**config.mk**
```make
export PLATFORM = sky130hd
export DESIGN_NAME = mult_div_unit
export DESIGN_NICKNAME = d
export VERILOG_FILES = /design/src/rtl/mult_div_unit.sv
export SDC_FILE = /design/constraint.sdc
export NUM_CORES = 1
export LEC_CHECK = 0
export ABC_CLOCK_PERIOD_IN_PS = 5350
export CORE_ASPECT_RATIO = 1.5
export CORE_UTILIZATION = 60
export DETAILED_ROUTE_END_ITERATION = 7
export PLACE_DENSITY_LB_ADDON = 0.1
export SYNTH_ARGS = -nofsm -noshare
export SYNTH_HDL_FRONTEND = slang
export SYNTH_SLANG_ARGS = --single-unit
export TNS_END_PERCENT = 1
```
**constraint.sdc**
```tcl
create_clock -name clk -period 5.35 [get_ports clk]
set_input_delay 0.8025 -clock clk [delete_from_list [all_inputs] [get_ports clk]]
set_output_delay 0.8025 -clock clk [all_outputs]
set_load 0.05 [all_outputs]
```
**src/rtl/mult_div_unit.sv**
```systemverilog
`default_nettype none
// ---------------------------------------------------------------------------
// mult_div_unit : iterative MULT/MULTU/DIV/DIVU engine with HI/LO registers.
// Optional feature macro: MDU_DIV_ZERO_FLAG_EN (adds sticky div_zero output).
// Rev 1.0
// ---------------------------------------------------------------------------
module mult_div_unit #(
   parameter int WIDTH = 32
) (
   input  logic             clk,
   input  logic             reset,
   input  logic             start,
   input  logic [1:0]       op,
   input  logic [WIDTH-1:0] rs_data,
   input  logic [WIDTH-1:0] rt_data,
   input  logic             mthi,
   input  logic             mtlo,
   input  logic [WIDTH-1:0] wdata,
   output logic             busy,
   output logic             done,
   output logic [WIDTH-1:0] hi,
   output logic [WIDTH-1:0] lo
`ifdef MDU_DIV_ZERO_FLAG_EN
   ,
   output logic             div_zero
`endif
);

   localparam int CNT_W = $clog2(WIDTH + 1);

   typedef enum logic [1:0] {
      S_IDLE = 2'd0,
      S_MUL  = 2'd1,
      S_DIV  = 2'd2,
      S_FIX  = 2'd3
   } state_t;

   state_t             r_state;
   state_t             w_next;
   logic [CNT_W-1:0]   r_cnt;
   logic [2*WIDTH-1:0] r_acc;
   logic [WIDTH-1:0]   r_opnd;
   logic               r_op_div;
   logic               r_neg_res;
   logic               r_neg_rem;
   logic               r_b_zero;
   logic [WIDTH-1:0]   r_hi;
   logic [WIDTH-1:0]   r_lo;
   logic               r_done;

   logic               w_accept;
   logic               w_mt_ok;
   logic               w_a_neg;
   logic               w_b_neg;
   logic [WIDTH-1:0]   w_a_mag;
   logic [WIDTH-1:0]   w_b_mag;
   logic               w_iter;
   logic [WIDTH:0]     w_mul_sum;
   logic [WIDTH:0]     w_div_trial;
   logic [2*WIDTH-1:0] w_step;
   logic [2*WIDTH-1:0] w_prod;
   logic [WIDTH-1:0]   w_quot;
   logic [WIDTH-1:0]   w_rem;
   logic [WIDTH-1:0]   w_res_hi;
   logic [WIDTH-1:0]   w_res_lo;

   assign w_accept = (r_state == S_IDLE) && start;
   assign w_mt_ok  = (r_state == S_IDLE) && !start;
   assign w_a_neg  = ~op[0] & rs_data[WIDTH-1];
   assign w_b_neg  = ~op[0] & rt_data[WIDTH-1];
   assign w_a_mag  = w_a_neg ? -rs_data : rs_data;
   assign w_b_mag  = w_b_neg ? -rt_data : rt_data;
   // The counter runs one step past WIDTH so total busy time is WIDTH+2.
   assign w_iter   = (r_cnt < CNT_W'(WIDTH));

   always_ff @(posedge clk or negedge reset) begin
      if (!reset) begin
         r_state <= S_IDLE;
      end else begin
         r_state <= w_next;
      end
   end

   always_comb begin
      w_next = r_state;
      case (r_state)
         S_IDLE:  if (start) w_next = op[1] ? S_DIV : S_MUL;
         S_MUL,
         S_DIV:   if (!w_iter) w_next = S_FIX;
         S_FIX:   w_next = S_IDLE;
         default: w_next = S_IDLE;
      endcase
   end

   // Shift-add multiply: r_acc = {partial product, remaining multiplier bits}.
   assign w_mul_sum   = {1'b0, r_acc[2*WIDTH-1:WIDTH]} + (r_acc[0] ? {1'b0, r_opnd} : '0);
   // Restoring divide: r_acc = {partial remainder, dividend/quotient bits}.
   assign w_div_trial = r_acc[2*WIDTH-1:WIDTH-1] - {1'b0, r_opnd};

   always_comb begin
      w_step = r_acc;
      if (r_state == S_MUL) begin
         w_step = {w_mul_sum, r_acc[WIDTH-1:1]};
      end else if (!w_div_trial[WIDTH]) begin
         w_step = {w_div_trial[WIDTH-1:0], r_acc[WIDTH-2:0], 1'b1};
      end else begin
         w_step = {r_acc[2*WIDTH-2:0], 1'b0};
      end
   end

   assign w_prod = r_neg_res ? -r_acc : r_acc;
   assign w_quot = r_neg_res ? -r_acc[WIDTH-1:0] : r_acc[WIDTH-1:0];
   assign w_rem  = r_neg_rem ? -r_acc[2*WIDTH-1:WIDTH] : r_acc[2*WIDTH-1:WIDTH];

   always_comb begin
      w_res_hi = w_prod[2*WIDTH-1:WIDTH];
      w_res_lo = w_prod[WIDTH-1:0];
      if (r_op_div) begin
         w_res_hi = w_rem;
         w_res_lo = r_b_zero ? '1 : w_quot;
      end
   end

   always_ff @(posedge clk or negedge reset) begin
      if (!reset) begin
         r_cnt     <= '0;
         r_acc     <= '0;
         r_opnd    <= '0;
         r_op_div  <= 1'b0;
         r_neg_res <= 1'b0;
         r_neg_rem <= 1'b0;
         r_b_zero  <= 1'b0;
         r_hi      <= '0;
         r_lo      <= '0;
         r_done    <= 1'b0;
      end else begin
         r_done <= (r_state == S_FIX);
         if (w_accept) begin
            r_cnt     <= '0;
            r_acc     <= {{WIDTH{1'b0}}, (op[1] ? w_a_mag : w_b_mag)};
            r_opnd    <= op[1] ? w_b_mag : w_a_mag;
            r_op_div  <= op[1];
            r_neg_res <= w_a_neg ^ w_b_neg;
            r_neg_rem <= w_a_neg;
            r_b_zero  <= (rt_data == '0);
         end else if ((r_state == S_MUL) || (r_state == S_DIV)) begin
            r_cnt <= r_cnt + CNT_W'(1);
            if (w_iter) r_acc <= w_step;
         end else if (r_state == S_FIX) begin
            r_hi <= w_res_hi;
            r_lo <= w_res_lo;
         end
         if (w_mt_ok && mthi) r_hi <= wdata;
         if (w_mt_ok && mtlo) r_lo <= wdata;
      end
   end

`ifdef MDU_DIV_ZERO_FLAG_EN
   logic r_div_zero;

   always_ff @(posedge clk or negedge reset) begin
      if (!reset) begin
         r_div_zero <= 1'b0;
      end else if (w_accept || (w_mt_ok && (mthi || mtlo))) begin
         r_div_zero <= 1'b0;
      end else if ((r_state == S_FIX) && r_op_div && r_b_zero) begin
         r_div_zero <= 1'b1;
      end
   end

   assign div_zero = r_div_zero;
`endif

   assign busy = (r_state != S_IDLE);
   assign done = r_done;
   assign hi   = r_hi;
   assign lo   = r_lo;

endmodule
`default_nettype wire

```
* Word level (Yosys, flattened, before mapping)
Cells that the tools add are included.
** Word-level totals
- Word-level logic and storage cells :: 81
- Register bits :: 173
** Cells by class
- Order comparisons :: 1
- Eq/ne operators :: 9
- Reduce and logical (&&, ||, !) cells :: 18
- Bitwise operators :: 4
- Multiplexer cells :: 30
- Add/sub/neg operators :: 8
** Operators with widths (number)
- $mux 32 :: 18
- $mux 64 :: 6
- $neg 32->32 :: 4
- $neg 64->64 :: 1
- $add 32x32->33 :: 1
- $sub 33x32->33 :: 1
- $logic_not 32->1 :: 1
- $mux 6 :: 2
- $reduce_bool 2->1 :: 5
- $ne 2x1->1 const B :: 4
- $add 6x1->6 const B :: 1
- $lt 6x6->1 const B :: 1
- $mux 2 :: 3
- $pmux 2 s3 :: 1
- $reduce_and 3->1 :: 2
- $eq 2x2->1 const B :: 2
- $logic_and 1x1->1 :: 4
- $ne 2x2->1 const B :: 2
- $reduce_and 2->1 :: 2
- $and 1x1->1 :: 2
- $eq 2x1->1 const B :: 1
- $logic_not 2->1 :: 1
- $reduce_or 2->1 :: 1
- $logic_not 1->1 :: 1
- other kinds (3) :: 3

* Longest topological paths before layout
- Word-level depth :: 8
- Gate-level depth with buffers :: 15

* Worst setup path after synthesis
OpenSTA, ideal clock, no wires.
- Path type :: reg-to-reg
- Start point :: register r_acc[0]
- End point :: register r_acc[61]
- Slack :: 1.821 ns
- Clock period less this slack :: 3.529 ns
- Data required time :: 5.231 ns
- Arrival time :: 3.411 ns
- Stages on the path, launching flop included :: 15
- Library setup time :: 0.119 ns
- Cell sequence :: dfrtp_1 -> inv_1 -> clkbuf_1 -> nor2_1 -> ha_1 -> a21o_1 -> a21oi_2 -> a221oi_2 -> o31ai_4 -> o31ai_2 -> a221o_1 -> and3_4 -> or4_1 -> a32o_1 -> o21a_1
** On the way
- Cells in the longest elaborated chain, start to end :: 6
** RTL lines
- start, declared :: RTL line 41 : logic [2*WIDTH-1:0] r_acc;
- start signal, assigned :: RTL line 140 : r_acc <= {{WIDTH{1'b0}}, (op[1] ? w_a_mag : w_b_mag)};
- start signal, assigned :: RTL line 148 : if (w_iter) r_acc <= w_step;
- $mux 32 :: RTL line 96 : assign w_mul_sum = {1'b0, r_acc[2*WIDTH-1:WIDTH]} + (r_acc[0] ? {1'b0, r_opnd} : '0);
- $add 32x32->33 :: RTL line 96
- $mux 64 :: RTL line 102 : if (r_state == S_MUL) begin
- $mux 64 :: RTL line 148
- $mux 64 :: RTL line 146 : end else if ((r_state == S_MUL) || (r_state == S_DIV)) begin
- $mux 64 :: RTL line 138 : if (w_accept) begin
Every way passes these cells. The select of a mux whose other input is x is not followed.
A chain may end at the register's enable or synchronous reset.

* Worst setup path in the final report
- Start point :: register r_acc[31]
- End point :: register r_acc[58]
** On the way
- Cells in the longest elaborated chain, start to end :: 6
** RTL lines
- $sub 33x32->33 :: RTL line 98 : assign w_div_trial = r_acc[2*WIDTH-1:WIDTH-1] - {1'b0, r_opnd};
- $mux 64 :: RTL line 104 : end else if (!w_div_trial[WIDTH]) begin
- $mux 64 :: RTL line 102
- $mux 64 :: RTL line 148
- $mux 64 :: RTL line 146
- $mux 64 :: RTL line 138
Every way passes these cells. The select of a mux whose other input is x is not followed.

==> impl_metrics.ini <==
[power]
p_leak_uw = 0.00744
irDropWorstVdd_uv = 556
clkPwrFrac_pct = 10.8
pwr-share-seq_pct = 21.6
p_sw_share_pct = 53.7
comb_power_share_pct = 67.6
p_switching_uw = 6450
pwr_density_cell_nw_per_um2 = 684
p_int_uw = 5560

[synthesis]
ys_seq_area_share_pct = 28.6
netlist_area_um2 = 15100
synth.distinct_cells = 80
yosysWarnings = 0
synth.net_count = 2127
synth_edf_count = 0
async_reset_ff_share_pct = 100
synth_ff_type = dfrtp_1
avgSynthCellArea_um2 = 7.77
ys_ff_latch = 173
syn-instance-count = 1949

[setup_path]
critPathCaptureType = flip-flop
crit_path_max_incr_delay_ns = 0.58
crit_path_start_kind = flip-flop
crit_type = reg -> reg
cpMaxStageDelayCell = a21boi_0
rr_worst_depth = 14
required_ns = 5.62
cp_top_family = compound AO/OA/AOI/OAI gates
r2r_setup_slack_ns = 0.99
path_cells = inv_1 > ha_1 > fa_1 > nor2b_1 > o2111ai_1 > a21boi_0 > o211ai_1 > nand3_2 > o21ai_4 > a21oi_4 > xnor2_4 > buf_4 > mux2i_1 > o221ai_1
cp_max_fo = 21
path_buf_inv = 2
worstSetupPathDepth = 14
critical_path_arrival_ns = 4.63

[finish]
final_nets = 2220
drive_above_1_share_pct = 5.01
layout_common_cells = 232 x nor2_1, 200 x a21oi_1, 197 x nand2_1
final_common_cell = nor2_1
n_antenna_cell = 0
num-fill-cells = 2068
area_growth_syn_to_layout_pct = 15.9

[clocking]
htreeDepth = 4
cts_buffers = 17
cts_tree = built
cts_hold_buf = 0
cts_sinks = 173
root_buffer = clkbuf_16
clock_latency_ns = 0.45
clkTransAtPathRegs_ns = 0.08
post_cts_buffers = 0
cts_max_path_buffers = 2
cts_resized = 0

[grt]
antenna_found_initial = 0
grt_start_max_net_pins = 108
grtUsageTotal_pct = 40.2
grt_pass1_wl_mm = 80.5
grt_pass1_vias = 14700
overflow = 0

[die]
die_area_um2 = 25900
die_w_um = 132
fp.dieH_um = 197
io_pins = 169
row_count = 70
start_util_pct = 61.5
core_area_um2 = 24600

[min_path]
min_path_type = in -> async

[sta]
final.period_utilization_pct = 81.5
fin_crit_ns = 4.36
hold_viol_final = 0
fin_ws_ns = 0.992
final.setup.tns_ns = 0
max_clock_freq_ghz = 0.229
maxSlewHeadroom_pct = 18.2
setup_violations = 0
rsz0062_at_grt = no
worst_pin_slew_ns = 1.23
slew_violations = 0
finClkSkew_ns = 0.0107

[detailed_routing]
wl_met2_mm = 25.4
drc = 0
routed_via_density = 6.49
routed_wl_mm = 51.9
ant_nets = 0
dr_wl_met3_mm = 2.85
drt-initial-drc-count = 1461
routedWlPerCell_um = 21.8
top_layer = met4
dr.pass1.iters = 6
vias = 15500
routedLengthMet1_mm = 20.1

[job]
drv_cap = 0

[placed_design]
hpwlAfterDp_mm = 40.2
gp_congestion = 0.975
post-place-ws_ns = 1.08
io_buffers = 168

[outcome]
outcome = finished, final reports clean
-- power by group through the flow --
| stage | Clock, uW | Combinational [uW] | Sequential [uW] |
|---|---|---|---|
| floorplan | 0 | 5080 | 3160 |
| global placement | 0 | 7800 | 2560 |
| detailed placement | 0 | 7960 | 2580 |
| CTS | 1290 | 8000 | 2560 |
| global route | 1340 | 8730 | 2650 |
| finish | 1290 | 8120 | 2590 |
-- sequential cells by signal, summed over array words and instances, names as in the netlist --
| register | flops |
|---|---|
| r_acc | 64 |
| hi | 32 |
| lo | 32 |
| r_opnd | 32 |
| r_cnt | 6 |
| r_state | 2 |
| done | 1 |
| r_b_zero | 1 |
| r_neg_rem | 1 |
| r_neg_res | 1 |
| r_op_div | 1 |
-- per-stage QoR --
stage	area (um^2)	std cells	hold slack, ns	power (uW)	util, %
3_3_place_gp	16900	2347	0.461	10400	68.8
4_1_cts	17500	2379	0.486	11900	71.3
6_report	17500	2379	0.387	12000	71.3
3_5_place_dp	16900	2347	0.475	10500	68.8
5_1_grt	17500	2379	0.485	12700	71.3
2_1_floorplan	15100	1949	0.450	8240	-
-- kinds of logic after synthesis --
group                    synth area share, %
AO/OA/AOI/OAI                           26.1
AND/OR/NAND/NOR                         19.4
buffers and inverters                   4.82
flip-flops                              28.6
XOR/XNOR                                10.2
adder cells (fa/ha/maj)                 6.30
multiplexers                            4.59
-- Yosys cell counts (all sizes together), types with 4 or more instances --
cell / number / area (um^2)
mux2i: 65 / 651
o22ai: 31 / 194
nand4: 17 / 106
o21bai: 10 / 75.1
and2: 7 / 43.8
o2111ai: 6 / 58.8
or2: 4 / 27.5
clkbuf: 92 / 345
nand2: 197 / 739
nor4b: 4 / 35.0
nor3: 36 / 185
o21ai: 193 / 977
nor4: 14 / 113
a31oi: 19 / 119
nor2b: 15 / 93.8
inv: 62 / 233
nand2b: 18 / 113
dfrtp: 173 / 4330
o31ai: 21 / 181
a211oi: 9 / 67.6
ha: 73 / 913
a22oi: 16 / 120
o41ai: 14 / 145
a221o: 4 / 40.0
a21boi: 8 / 60.1
a221oi: 5 / 50.0
or3: 19 / 129
o21a: 13 / 97.6
o221ai: 6 / 52.6
mux2: 4 / 45.0
o211ai: 36 / 270
nor2: 233 / 875
xnor2: 103 / 936
or4: 13 / 101
nand3: 23 / 120
a21oi: 203 / 1030
nand3b: 6 / 57.6
a21o: 31 / 233
and3: 17 / 111
buf: 29 / 151
xor2: 69 / 604
-- worst register-to-register path, delay by kind of cell, from the launching register on --
family / cells / cell delay [ns]
adders and majority gates: 2 / 0.67
xor gates and xnor gates: 1 / 0.41
muxes: 1 / 0.22
buffers and inverters: 2 / 0.50
DFF: 1 / 0.47
and+or+nand+nor: 2 / 0.40
AOI/OAI and AO/OA: 6 / 1.54
-- layout make-up --
| class | instances | area (um^2) | share of cell area, % |
|---|---|---|---|
| clock buffers | 17 | 425 | 2.42 |
| clock inverters | 15 | 175 | 0.999 |
| inverters | 62 | 233 | 1.33 |
| multi-input cells | 1593 | 10100 | 57.5 |
| flip-flops and latches | 173 | 4330 | 24.7 |
| well taps | 324 | 405 | 2.31 |
| repair buffers | 195 | 1880 | 10.7 |
-- worst paths after layout --
kind	from	to
max	r_acc[31]	r_acc[58]
min	reset	r_acc[48]
max reg2reg	r_acc[31]	r_acc[58]
min reg2reg	r_opnd[17]	r_opnd[17]
max in group asynchronous	reset	lo[11]
min in group clk	r_opnd[17]	r_opnd[17]
-- layer usage --
metal | up-vias | track usage [%]
met2 | 657 | 69.8
met4 | 0 | 25.8
met5 | - | 0
li1 | 7175 | -
met3 | 149 | 4.27
met1 | 7470 | 47.2
Power figures use the tool's default switching activity.
